### src/rtl/instruction_fetcher.sv
// rtl/instruction_fetcher.sv - single-outstanding instruction fetch FSM with redirect and halt
// Fetches one word at a time, issues it, and follows redirects or halts from the datapath.
module instruction_fetcher #(
  parameter logic [31:0] RESET_PC        = 32'h00000000,
  parameter int          IMEM_ADDR_WIDTH = 10
) (
  input  logic                       clk,
  input  logic                       rst_n,
  output logic                       imemReq,
  output logic [IMEM_ADDR_WIDTH-1:0] imemAddr,
  input  logic                       imemAck,
  input  logic [31:0]                imemData,
  input  logic                       stall,
  input  logic                       redirect,
  input  logic [31:0]                redirectTarget,
  input  logic                       halt,
  output logic                       instrValid,
  output logic [31:0]                instruction,
  output logic [5:0]                 operator,
  output logic [5:0]                 special,
  output logic [31:0]                pc,
  output logic                       halted
);

  localparam logic [1:0] FETCH  = 2'd0;
  localparam logic [1:0] ISSUE  = 2'd1;
  localparam logic [1:0] HALTED = 2'd2;

  logic [1:0]  state;
  logic        pend_valid;
  logic [31:0] pend_target;
  logic [31:0] target_aligned;
  logic        unused_target_bits;

  assign target_aligned     = {redirectTarget[31:2], 2'b00};
  assign unused_target_bits = ^redirectTarget[1:0];

  always_ff @(posedge clk or negedge rst_n) begin
    if (!rst_n) begin
      state       <= FETCH;
      pc          <= RESET_PC;
      instruction <= 32'h0;
      pend_valid  <= 1'b0;
      pend_target <= 32'h0;
    end else begin
      case (state)
        FETCH: begin
          if (halt) begin
            state <= HALTED;
          end else if (imemAck) begin
            pend_valid <= 1'b0;
            // A redirect seen during this fetch makes the returned word stale.
            if (redirect) begin
              pc <= target_aligned;
            end else if (pend_valid) begin
              pc <= pend_target;
            end else begin
              instruction <= imemData;
              state       <= ISSUE;
            end
          end else if (redirect) begin
            // Address must stay put until the outstanding fetch returns.
            pend_valid  <= 1'b1;
            pend_target <= target_aligned;
          end
        end
        ISSUE: begin
          if (halt) begin
            state <= HALTED;
          end else if (redirect) begin
            pc    <= target_aligned;
            state <= FETCH;
          end else if (!stall) begin
            pc    <= pc + 32'd4;
            state <= FETCH;
          end
        end
        HALTED:  state <= HALTED;
        default: state <= FETCH;
      endcase
    end
  end

  assign imemReq    = rst_n && (state == FETCH);
  assign imemAddr   = pc[IMEM_ADDR_WIDTH+1:2];
  assign instrValid = (state == ISSUE);
  assign halted     = (state == HALTED);
  assign operator   = instruction[31:26];
  assign special    = instruction[5:0];

endmodule

### config.mk
export PLATFORM = sky130hd
export DESIGN_NAME = instruction_fetcher
export DESIGN_NICKNAME = d
export VERILOG_FILES = /design/src/rtl/instruction_fetcher.sv
export SDC_FILE = /design/constraint.sdc
export NUM_CORES = 1
export LEC_CHECK = 0
export CAP_MARGIN = 30
export CORE_ASPECT_RATIO = 1.25
export CORE_MARGIN = 2
export CORE_UTILIZATION = 48
export CTS_BUF_LIST = sky130_fd_sc_hd__clkbuf_2 sky130_fd_sc_hd__clkbuf_4 sky130_fd_sc_hd__clkbuf_8
export DETAILED_ROUTE_END_ITERATION = 6
export GPL_ROUTABILITY_DRIVEN = 0
export GPL_TIMING_DRIVEN = 0
export MAX_ROUTING_LAYER = met4
export PLACE_DENSITY = 0.81
export SYNTH_ARGS = -nofsm -noshare
export SYNTH_HDL_FRONTEND = slang
export SYNTH_SLANG_ARGS = --single-unit
### constraint.sdc
create_clock -name clk -period 2.5 [get_ports clk]
set_clock_uncertainty 0.1 [all_clocks]
set_input_delay 0.5 -clock clk [delete_from_list [all_inputs] [get_ports clk]]
set_output_delay 0.5 -clock clk [all_outputs]
set_load 0.005 [all_outputs]
Word level (Yosys, flattened, before mapping) --
Index checks and enable logic that the tools add are counted.
Cells by class: reductions and logical operators 9, eq/ne operators 11, shifts and indexed selects 0, mux-type cells 18, bitwise gates (word level) 4, order comparisons 0, div/mod/pow operators 0, $mul 0, add/subtract/negate cells 1
Operator list (count):
- $mux 32 | 7
- $pmux 32 s2 | 1
- $add 32x3->32 const B | 1
- $ne 3x3->1 const B | 5
- $mux 2 | 7
- $reduce_and 4->1 | 2
- $ne 2x2->1 const B | 3
- $pmux 2 s3 | 1
- $reduce_and 6->1 | 1
- $reduce_and 5->1 | 1
- $ne 4x4->1 const B | 1
- $not 1->1 | 4
- $reduce_bool 2->1 | 2
- $reduce_and 3->1 | 1
- $eq 2x1->1 const B | 1
- $eq 2x2->1 const B | 1
- $logic_not 2->1 | 1
- $mux 1 | 2
- $logic_and 1x1->1 | 1
Word-level totals: bits in writable memories 0, bits of input ports 70, register bits after elaboration 97, output and inout bits 89, latch bits 0, ROM bits 0, memories kept 0, word-level logic and storage cells 48

Logic depth before layout (Yosys ltp) --
Gate-level depths: netlist of the first run.
depth after elaboration 5, depth in mapped cells 8, gate-level depth less buffers 6

Worst setup path after synthesis of the first run --
OpenSTA, ideal clock, no wires.
path kind reg-to-reg, start register pc[9], end register pc[31], buffers on the path 0, period minus slack after synthesis 1.938 ns, arrival 1.707 ns, cell stages (with the launch flop) 6, setup time 0.131 ns, slack 0.562 ns, path through dfrtp_1 -> nand3_4 -> nor4_4 -> nand4_1 -> o31a_1 -> or3_1
Between the ends: cells in the longest elaborated chain, start to end 5
RTL lines:
- start, declared | line 21 | output logic [31:0] pc,
- start signal, assigned | line 54 | pc <= target_aligned;
- start signal, assigned | line 56 | pc <= pend_target;
- start signal, assigned | line 71 | pc <= target_aligned;
- $add 32x3->32 | line 74 | pc <= pc + 32'd4;
- $mux 32 | line 73 | end else if (!stall) begin
- $mux 32 | line 70 | end else if (redirect) begin
- $mux 32 | line 68 | if (halt) begin
- $pmux 32 s2 | line 46 | case (state)
Every way passes these cells. The select of a mux whose other input is x is not followed. A chain may end at the register's enable or synchronous reset.

Final worst setup path of the first run --
start register state[1], end output port instrValid
Between the ends: cells in the longest elaborated chain, start to end 1
RTL lines:
- start, declared | line 29 | logic [1:0] state;
- start signal, assigned | line 40 | state <= FETCH;
- start signal, assigned | line 49 | state <= HALTED;
- start signal, assigned | line 59 | state <= ISSUE;
- $eq 2x1->1 | line 86 | assign instrValid = (state == ISSUE);
- end, declared | line 17 | output logic instrValid,
Every way passes these cells.

==> results of run 1 <==
[repair_timing]
item,4_1_cts,5_1_grt
pin swaps,0,0
buffers inserted,0,0
gates resized for setup,5,14
hold buffers,4,0
endpoints found under the setup margin,2,16
hold endpoints to repair,45,0
[flip-flops by register name (all words and copies together), names as in the netlist]
signal       count
pc              30
pend_valid       1
instruction     32
state            2
pend_target     30
[power breakdown]
group	switching, uW	internal [uW]
Sequential	130	1660
Combinational	228	438
Clock	554	574
[logic make-up (layout without fill, tap and decap cells)]
kind of cell | count (synthesis) | count (layout) | synth area share [%]
and+or+nand+nor | 144 | 144 | 15.3
DFF | 95 | 95 | 48.0
other | 1 | 2 | 0.0758
xor gates and xnor gates | 6 | 6 | 1.06
AOI/OAI and AO/OA | 118 | 118 | 14.7
muxes | 63 | 63 | 14.3
buffers and inverters | 56 | 230 | 6.27
adders and majority gates | 1 | 1 | 0.253
[worst paths after layout]
check	start	end	slack, ps	depth (start not counted)
max in group asynchronous	rst_n	instruction[22]$_DFFE_PN0P_	1320	3
min in group clk	pend_target[17]$_DFFE_PN0P_	pend_target[17]$_DFFE_PN0P_	410	1
hold / removal	rst_n	pend_target[13]$_DFFE_PN0P_	70	3
setup reg to reg	pc[5]$_DFFE_PN0P_	pc[31]$_DFFE_PN0P_	160	5
setup / recovery	state[1]$_DFFE_PN0P_	instrValid	80	4
hold reg to reg	pend_target[17]$_DFFE_PN0P_	pend_target[17]$_DFFE_PN0P_	410	1
[area by class of cell]
| type | count | area, sq um | share of cell area (%) |
|---|---|---|---|
| Clock inverter | 6 | 83.8 | 1.19 |
| Tap cell | 129 | 161 | 2.30 |
| Multi-Input combinational cell | 334 | 2270 | 32.3 |
| Inverter | 7 | 26.3 | 0.375 |
| Timing Repair Buffer | 159 | 1660 | 23.7 |
| Buffer | 48 | 300 | 4.28 |
| Sequential cell | 95 | 2380 | 33.9 |
| Clock buffer | 10 | 131 | 1.87 |
[stage by stage]
step | total power (uW) | worst slack (ps)
2_1_floorplan | 2010 | 562
3_3_place_gp | 2430 | -3110
3_5_place_dp | 2460 | -307
4_1_cts | 3590 | 0.811
5_1_grt | 3710 | 23.8
6_report | 3580 | 80.9
[placed cells by master, fill, tap and decap left out, drive strengths merged, types with 6 or more instances in the layout]
cell type and n:
mux2 61, a21oi 34, buf 40, nor3 9, nand2 56, nand4 10, o21ai 44, nor4 6
clkbuf 23, clkdlybuf4s50 153, nor2 20, nand3 17, inv 8, dfrtp 95
[critical path, stage by stage, from the launching register on]
cell	delay [ps]
dfrtp_2	460
nand2b_1	220
inv_2	110
buf_12	150
clkdlybuf4s50_1	510
[routing by layer]
| metal | wire length (um) | vias to the layer above | share of wire, % |
|---|---|---|---|
| met2 | 7100 | 252 | 49 |
| met4 | 617 | 0 | 4.2 |
| li1 | - | 2070 | - |
| met3 | 1200 | 53 | 8.2 |
| met1 | 5670 | 2206 | 39 |
| met5 | 0 | - | 0 |
==> metrics.md, run 1 <==
| Metric | Value |
|---|---|
| Worst slew pin tran | `just under 800 ps` |
| Asr flop ratio synth | `between 90% and 100%` |
| Top_reg_cell synth | `dfrtp_1` |
| Die X | `around 95 um` |
| Outcome | `finished, final reports clean` |
| Initial antenna violation count | `0` |
| Placed insts | `just under 800` |
| Yosys warning total | `0` |
| Relative slew margins | `a little under half` |
| Seq/Total Area, Yosys | `approximately half` |
| Maxcap violations | `0` |
| LEAKAGE | `about 0.003 uW` |
| DRT antenna net count | `0` |
| Largest area contributor in the netlist | `dfrtp_1` |
| Global Route Usage Sum | `around 28%` |
| Final Setup Violations | `0` |
| Hpwl dp | `10.9 mm` |
| H-tree depth | `3` |
| Nets | `725` |
| Post-synth top cells | `dfrtp_1 (95), mux2_2 (61), nand2_1 (56)` |
| Syn Area/Cell | `approximately 10 sq um` |
| Fillers | `752` |
| DR WL/cell | `between 15 and 20 um` |
| Syn Inst Count | `roughly 480` |
| Final Non-Filler Cells | `788` |
| I/O pin count | `between 150 and 200` |
| Post-synth EDFFs | `0` |
| Routed vias | `roughly 4600` |
| Minimum clock period | `between 2000 and 2500 ps` |
| Drt first pass iters | `5` |
| WL final | `roughly 15 mm` |
| Worst hold path type | `in -> async` |
| CP Class | `reg -> out` |
| Clk_lat worst skew | `370 ps` |
| CP Launch Type | `register` |
| Area contributors post-synth | `dfrtp_1 (48%), mux2_2 (14%), o21ai_0 (4.4%)` |
| Final period utilization | `96.8%` |
| PortBufs | `154` |
| CTS clock-pin slew for the worst setup and hold paths | `90 ps` |
| Clk sinks | `95` |
| Layout cells sized above 1 | `20.0%` |
| Synth Cell Area | `about 4900 sq um` |
| Via/cell ratio | `5.81` |
| Crit Path Max Fanout | `19` |
| Synth top area share | `48.0%` |
| Number of diodes | `0` |
| DIE AREA | `about 11000 sq um` |
| Worst IR Drop VDD | `around 0.32 mV` |
| Met3 Track Usage GR | `approximately 6%` |
| CORE AREA | `10100 sq um` |
| Design area | `about 7000 sq um` |
| Final Hold Viols | `0` |
| RSZ-0062 raised after global routing | `no` |
| Arrival time worst endpoint | `roughly 1800 ps` |
| Num CTS Buffers | `9` |
| Synth cell types | `58` |
| Die Span Y | `approximately 120 um` |
| Max Freq | `about 0.41 GHz` |
| Worst endpoint required time | `between 1500 and 2000 ps` |
| Pwr/cell area | `510 nW/um^2` |
| Total Neg Setup Slack | `0 ps` |
| Drt drc | `0` |
| # rows | `between 40 and 50` |
| Most common cell in the netlist | `dfrtp_1` |
| Max-slew violation count | `0` |
| Gr busiest metal | `met2` |
| Grt total ovfl | `0` |
| DRT iter0 DRCs | `between 400 and 500` |
| Global-route wire length before repair | `around 23 mm` |
| Synth Register Bits | `between 90 and 100` |
| Hold WS | `70.8 ps` |
| Grt met1 use | `34.0%` |
| Number of global-route vias before repair | `roughly 4700` |
| Area growth, synth to finish | `41.7%` |
| CTS tree | `built` |
| Clock buffer depth | `2` |
| Crit. End Element | `output pin` |
| Final core utilization | `a little over two thirds` |
| Area after DPL | `between 6000 and 7000 sq um` |
| Root Buffer | `clkbuf_8` |
| GR Util met2 | `a little over two fifths` |
| Pin count of the biggest net entering global routing | `46` |
| Starting Density | `49.2%` |
Note: power is estimated with default switching activity, not from simulation.
==> run 2: changes to the inputs <==
--- a/config.mk
+++ b/config.mk
@@ -6,15 +6,18 @@
 export NUM_CORES = 1
 export LEC_CHECK = 0
 export CAP_MARGIN = 30
+export CELL_PAD_IN_SITES_DETAIL_PLACEMENT = 0
+export CELL_PAD_IN_SITES_GLOBAL_PLACEMENT = 1
 export CORE_ASPECT_RATIO = 1.25
 export CORE_MARGIN = 2
-export CORE_UTILIZATION = 48
+export CORE_UTILIZATION = 36
 export CTS_BUF_LIST = sky130_fd_sc_hd__clkbuf_2 sky130_fd_sc_hd__clkbuf_4 sky130_fd_sc_hd__clkbuf_8
 export DETAILED_ROUTE_END_ITERATION = 6
 export GPL_ROUTABILITY_DRIVEN = 0
 export GPL_TIMING_DRIVEN = 0
 export MAX_ROUTING_LAYER = met4
-export PLACE_DENSITY = 0.81
+export PLACE_DENSITY = 0.8
+export SLEW_MARGIN = 5
 export SYNTH_ARGS = -nofsm -noshare
 export SYNTH_HDL_FRONTEND = slang
 export SYNTH_SLANG_ARGS = --single-unit
==> metrics.md, run 2 (synthesis results as in run 1) <==
| Metric | Value |
|---|---|
| Crit Path Max Fanout | `19 (unchanged)` |
| Final Hold Viols | `0 (unchanged)` |
| Drt first pass iters | `4 (was 5)` |
| Clock buffer depth | `2 (unchanged)` |
| Layout cells sized above 1 | `20.1% (was 20.0%)` |
| Num CTS Buffers | `9 (unchanged)` |
| Hold WS | `2.63 ps (was 70.8 ps)` |
| Logic pwr share | `18.5% (was 18.6%)` |
| Grt total ovfl | `0 (unchanged)` |
| Most frequent cells in the layout | `clkdlybuf4s50_1 (153), dfrtp_1 (93), mux2_2 (61) (unchanged)` |
| Max-slew violation count | `0 (unchanged)` |
| GR Util met2 | `35.9% (was 42.1%)` |
| Crit. End Element | `output pin (unchanged)` |
| Switch share | `25.9% (was 25.5%)` |
| Grt met1 use | `26.9% (was 34.0%)` |
| Routed vias | `4457 (was 4581)` |
| Clk_lat worst skew | `370 ps (about the same)` |
| RSZ-0062 raised after global routing | `no (unchanged)` |
| CTS tree | `built (unchanged)` |
| Number of diodes | `0 (unchanged)` |
| Most common cell after layout, fill and taps aside | `clkdlybuf4s50_1 (unchanged)` |
| Fillers | `1246 (was 752)` |
| Met3 Track Usage GR | `5.12% (was 6.02%)` |
| Sequential power share | `49.7% (was 49.9%)` |
| Global Route Usage Sum | `21.8% (was 27.6%)` |
| Nets | `728 (was 725)` |
| Worst slew pin tran | `804 ps (was 786 ps)` |
| Max Freq | `0.415 GHz (was 0.413 GHz)` |
| H-tree depth | `3 (unchanged)` |
| I/O pin count | `159 (unchanged)` |
| WL final | `15.1 mm (was 14.6 mm)` |
| Arrival time worst endpoint | `1810 ps (was 1820 ps)` |
| Starting Density | `37.1% (was 49.2%)` |
| Total Neg Setup Slack | `0 ps (unchanged)` |
| Final Setup Violations | `0 (unchanged)` |
| DIE AREA | `14700 sq um (was 11100 sq um)` |
| Top Registers | `instruction (32), pc (30), pend_target (30) (unchanged)` |
| Global-route wire length before repair | `23.7 mm (was 23.4 mm)` |
| # rows | `47 (was 41)` |
| LEAKAGE | `0.00305 uW (was 0.00304 uW)` |
| Via/cell ratio | `5.35 (was 5.81)` |
| Drt drc | `0 (unchanged)` |
| DRT antenna net count | `0 (unchanged)` |
| Worst endpoint required time | `1900 ps (about the same)` |
| CTS clock-pin slew for the worst setup and hold paths | `90 ps (about the same)` |
| DRT iter0 DRCs | `311 (was 499)` |
| Register with the most flip-flops | `instruction (unchanged)` |
| Hpwl dp | `11.0 mm (was 10.9 mm)` |
| Max FFs per register | `32 (unchanged)` |
| Die X | `109 um (was 94.8 um)` |
| CORE AREA | `13300 sq um (was 10100 sq um)` |
| Minimum clock period | `2410 ps (was 2420 ps)` |
| DR WL/cell | `18.2 um (was 18.5 um)` |
| Relative slew margins | `45.9% (was 47.1%)` |
| Worst IR Drop VDD | `0.312 mV (was 0.321 mV)` |
| Outcome | `finished, final reports clean (unchanged)` |
| Gr busiest metal | `met2 (unchanged)` |
| CP Launch Type | `register (unchanged)` |
| Die Span Y | `135 um (was 118 um)` |
| Design area | `7090 sq um (was 7020 sq um)` |
| Area growth, synth to finish | `43.2% (was 41.7%)` |
| Pwr/cell area | `507 nW/um^2 (was 510 nW/um^2)` |
| Initial antenna violation count | `0 (unchanged)` |
| Pin count of the biggest net entering global routing | `35 (was 46)` |
| Maxcap violations | `0 (unchanged)` |
| PortBufs | `154 (unchanged)` |
| Area after DPL | `6730 sq um (was 6680 sq um)` |
| Clock Power Share | `31.8% (was 31.5%)` |
| Worst hold path type | `in -> async (unchanged)` |
| P_sw | `930 uW (was 913 uW)` |
| Clk sinks | `95 (unchanged)` |
| Final period utilization | `96.3% (was 96.8%)` |
| Number of global-route vias before repair | `4505 (was 4688)` |
| Root Buffer | `clkbuf_8 (unchanged)` |
| CP Class | `reg -> out (unchanged)` |
| Pint | `2660 uW (was 2670 uW)` |
-- run 2: what timing repair did --
item / 4_1_cts / 5_1_grt
setup endpoints to repair: 2 / 22
hold buffers: 5 / 0
endpoints found under the hold margin: 36 / 0
buffers inserted: 0 / 0
cloned: 1 / 0
resized for setup: 3 / 15
-- run 2: per-stage QoR --
step | util [%] | cells | setup slack (ps) | power, uW
2_1_floorplan | - | 485 | 562 | 2010
3_3_place_gp | 50.3 | 810 | -3290 | 2440
3_5_place_dp | 50.4 | 811 | -384 | 2460
4_1_cts | 52.8 | 832 | 4.75 | 3630
5_1_grt | 53.1 | 833 | 6.35 | 3750
6_report | 53.1 | 833 | 91.3 | 3590
-- run 2: layout make-up --
| type | instances | area, sq um | area share, % |
|---|---|---|---|
| plain buffers | 48 | 300 | 4.24 |
| clock buffers | 9 | 124 | 1.75 |
| clock inverters | 7 | 96.3 | 1.36 |
| inverters | 7 | 26.3 | 0.371 |
| multi-input cells | 334 | 2270 | 32.0 |
| flip-flops and latches | 95 | 2380 | 33.6 |
| well taps | 171 | 214 | 3.02 |
| repair buffers | 162 | 1680 | 23.7 |
-- run 2: final timing paths --
check                                       startpoint                          end  slack [ps]  depth (start not counted)
max                               state[1]$_DFFE_PN0P_                   instrValid          90                          4
min                                              rst_n   instruction[3]$_DFFE_PN0P_           3                          2
max reg2reg                          pc[4]$_DFFE_PN0P_           pc[31]$_DFFE_PN0P_         180                          5
min reg2reg                pend_target[17]$_DFFE_PN0P_  pend_target[17]$_DFFE_PN0P_         410                          1
max in group asynchronous                        rst_n           pc[11]$_DFFE_PN0P_        1240                          3
min in group clk           pend_target[17]$_DFFE_PN0P_  pend_target[17]$_DFFE_PN0P_         410                          1
-- run 2: critical path: stages, from the launching register on --
cell and delay [ps]:
dfrtp_2 450, nand2b_2 220, inv_2 90, buf_12 150
clkdlybuf4s50_1 520
-- run 2: power by group through the flow --
stage / clock [uW] / combinational [uW] / sequential [uW]
3_3_place_gp: 0 / 632 / 1810
4_1_cts: 1170 / 669 / 1780
6_report: 1140 / 664 / 1780
2_1_floorplan: 0 / 226 / 1790
3_5_place_dp: 0 / 648 / 1810
5_1_grt: 1230 / 723 / 1800
-- run 2: routing by layer --
metal | up-vias | wire, um | share of wire (%)
met1 | 2187 | 6310 | 42
met4 | 0 | 163 | 1.1
met5 | - | 0 | 0
met3 | 14 | 1190 | 7.9
met2 | 186 | 7470 | 49
li1 | 2070 | - | -
==> run 3: changes to the inputs <==
--- a/config.mk
+++ b/config.mk
@@ -5,7 +5,7 @@
 export SDC_FILE = /design/constraint.sdc
 export NUM_CORES = 1
 export LEC_CHECK = 0
-export CAP_MARGIN = 30
+export CAP_MARGIN = 15
 export CELL_PAD_IN_SITES_DETAIL_PLACEMENT = 0
 export CELL_PAD_IN_SITES_GLOBAL_PLACEMENT = 1
 export CORE_ASPECT_RATIO = 1.25
==> metrics.md, run 3 (synthesis results as in run 1) <==
| Metric | Value |
|---|---|
| CP Class | `reg -> out (unchanged)` |
| Final Setup Violations | `0 (unchanged)` |
| Worst IR Drop VDD | `0.312 mV (about the same)` |
| Hpwl dp | `11.0 mm (unchanged)` |
| Worst hold path type | `in -> async (unchanged)` |
| Layout cells sized above 1 | `20.0% (was 20.1%)` |
| Worst endpoint required time | `1900 ps (about the same)` |
| Final Non-Filler Cells | `832 (was 833)` |
| Setup WS post-layout | `98.3 ps (was 91.3 ps)` |
| Area growth, synth to finish | `42.9% (was 43.2%)` |
| Global-route wire length before repair | `23.7 mm (unchanged)` |
| DRT antenna net count | `0 (unchanged)` |
| Fillers | `1247 (was 1246)` |
| Number of diodes | `0 (unchanged)` |
| CORE AREA | `13300 sq um (unchanged)` |
| WL final | `15.1 mm (about the same)` |
| LEAKAGE | `0.00304 uW (was 0.00305 uW)` |
| Total Neg Setup Slack | `0 ps (unchanged)` |
| Pwr/cell area | `508 nW/um^2 (was 507 nW/um^2)` |
| Crit. End Element | `output pin (unchanged)` |
| Routed vias | `4410 (was 4457)` |
| Starting Density | `37.1% (unchanged)` |
| DR WL/cell | `18.1 um (was 18.2 um)` |
| Top Registers | `instruction (32), pc (30), pend_target (30) (unchanged)` |
| Register with the most flip-flops | `instruction (unchanged)` |
| Hold WS | `4.41 ps (was 2.63 ps)` |
| Final period utilization | `96.1% (was 96.3%)` |
| I/O pin count | `159 (unchanged)` |
| Max-slew violation count | `0 (unchanged)` |
| Initial antenna violation count | `0 (unchanged)` |
| Crit Path Max Fanout | `19 (unchanged)` |
| CTS tree | `built (unchanged)` |
| Minimum clock period | `2400 ps (was 2410 ps)` |
| Arrival time worst endpoint | `1800 ps (was 1810 ps)` |
| Design area | `7070 sq um (was 7090 sq um)` |
| Outcome | `finished, final reports clean (unchanged)` |
| Num CTS Buffers | `9 (unchanged)` |
| M1 wire length | `6.40 mm (was 6.31 mm)` |
| Die X | `109 um (unchanged)` |
| Final Hold Viols | `0 (unchanged)` |
| Wire length on met3 | `1.05 mm (was 1.19 mm)` |
| Uppermost routed layer | `met4 (unchanged)` |
| Most frequent cells in the layout | `clkdlybuf4s50_1 (153), dfrtp_1 (93), mux2_2 (61) (unchanged)` |
| CP Launch Type | `register (unchanged)` |
| Max FFs per register | `32 (unchanged)` |
| Clock buffer depth | `2 (unchanged)` |
| # rows | `47 (unchanged)` |
| Clk_lat worst skew | `370 ps (about the same)` |
| Global Route Usage Sum | `21.8% (unchanged)` |
| Pin count of the biggest net entering global routing | `35 (unchanged)` |
| Drt first pass iters | `4 (unchanged)` |
| Drt drc | `0 (unchanged)` |
| FF+latch area | `2380 sq um (unchanged)` |
| Grt total ovfl | `0 (unchanged)` |
| Die Span Y | `135 um (unchanged)` |
| Number of global-route vias before repair | `4505 (unchanged)` |
| Worst slew pin tran | `991 ps (was 804 ps)` |
| Area after DPL | `6730 sq um (unchanged)` |
| Clk sinks | `95 (unchanged)` |
| PortBufs | `154 (unchanged)` |
| Most common cell after layout, fill and taps aside | `clkdlybuf4s50_1 (unchanged)` |
| Nets | `727 (was 728)` |
| Met2 WL | `7.49 mm (was 7.47 mm)` |
| Placed insts | `811 (unchanged)` |
| Relative slew margins | `33.7% (was 45.9%)` |
| Dpl ws | `-384 ps (unchanged)` |
| DRT iter0 DRCs | `338 (was 311)` |
| RSZ-0062 raised after global routing | `no (unchanged)` |
| Max Freq | `0.416 GHz (was 0.415 GHz)` |
| Via/cell ratio | `5.30 (was 5.35)` |
| DIE AREA | `14700 sq um (unchanged)` |
| Multi-input gate area in the final layout | `2270 sq um (unchanged)` |
| H-tree depth | `3 (unchanged)` |
| Maxcap violations | `0 (unchanged)` |
| CTS clock-pin slew for the worst setup and hold paths | `90 ps (about the same)` |
| Root Buffer | `clkbuf_8 (unchanged)` |
==> run 3: cell types whose count changed in the layout (fill, tap and decap cells not counted), sizes merged <==
cell | before | now
buf | 39 | 38
==> run 3: critical path, stage by stage (launching register included) <==
cell	delay, ps
dfrtp_2	450
nand2b_2	220
inv_2	90
buf_12	150
clkdlybuf4s50_1	520
==> run 3: layout make-up <==
cell class	count	area share, %
sequential	95	33.6
multi-input combinational	334	32.1
timing repair buffer	161	23.5
buffer	48	4.24
tap	171	3.02
clock buffer	9	1.75
clock inverter	7	1.36
inverter	7	0.371
==> run 3: timing repair <==
action,in CTS,in global routing
gates cloned,1,0
gates resized for setup,3,15
setup endpoints to repair,2,22
hold endpoints to repair,36,0
setup buffers,0,0
hold buffers,5,0
pin swaps,0,0
==> run 3: per-stage QoR <==
stage	util, %	power (uW)
floorplan	-	2010
global placement	50.3	2440
detailed placement	50.4	2460
CTS	52.8	3630
global route	53.0	3750
finish	53.0	3590
==> run 3: report_power, final <==
| part | switching, uW | internal (uW) |
|---|---|---|
| combinational | 224 | 437 |
| clock | 579 | 568 |
| sequential | 128 | 1660 |
| total | 931 | 2660 |
==> run 3: worst paths after layout <==
path                                                     to                   startpoint  slack (ps)  cells after the start
worst max register to register           pc[14]$_DFFE_PN0P_         state[0]$_DFFE_PN0P_         170                      5
min in group clk                pend_target[17]$_DFFE_PN0P_  pend_target[17]$_DFFE_PN0P_         410                      1
worst min register to register  pend_target[17]$_DFFE_PN0P_  pend_target[17]$_DFFE_PN0P_         410                      1
max in group asynchronous              state[1]$_DFFE_PN0P_                        rst_n         760                      3
worst max-delay path                             instrValid         state[1]$_DFFE_PN0P_         100                      4
worst min-delay path             instruction[3]$_DFFE_PN0P_                        rst_n           4                      2
==> run 3: metal layers <==
layer  up-vias  global-route usage [%]
met3         9                    5.12
li1       2073                       -
met4         0                    5.41
met1      2158                    26.9
met2       170                    35.9
met5         -                       -
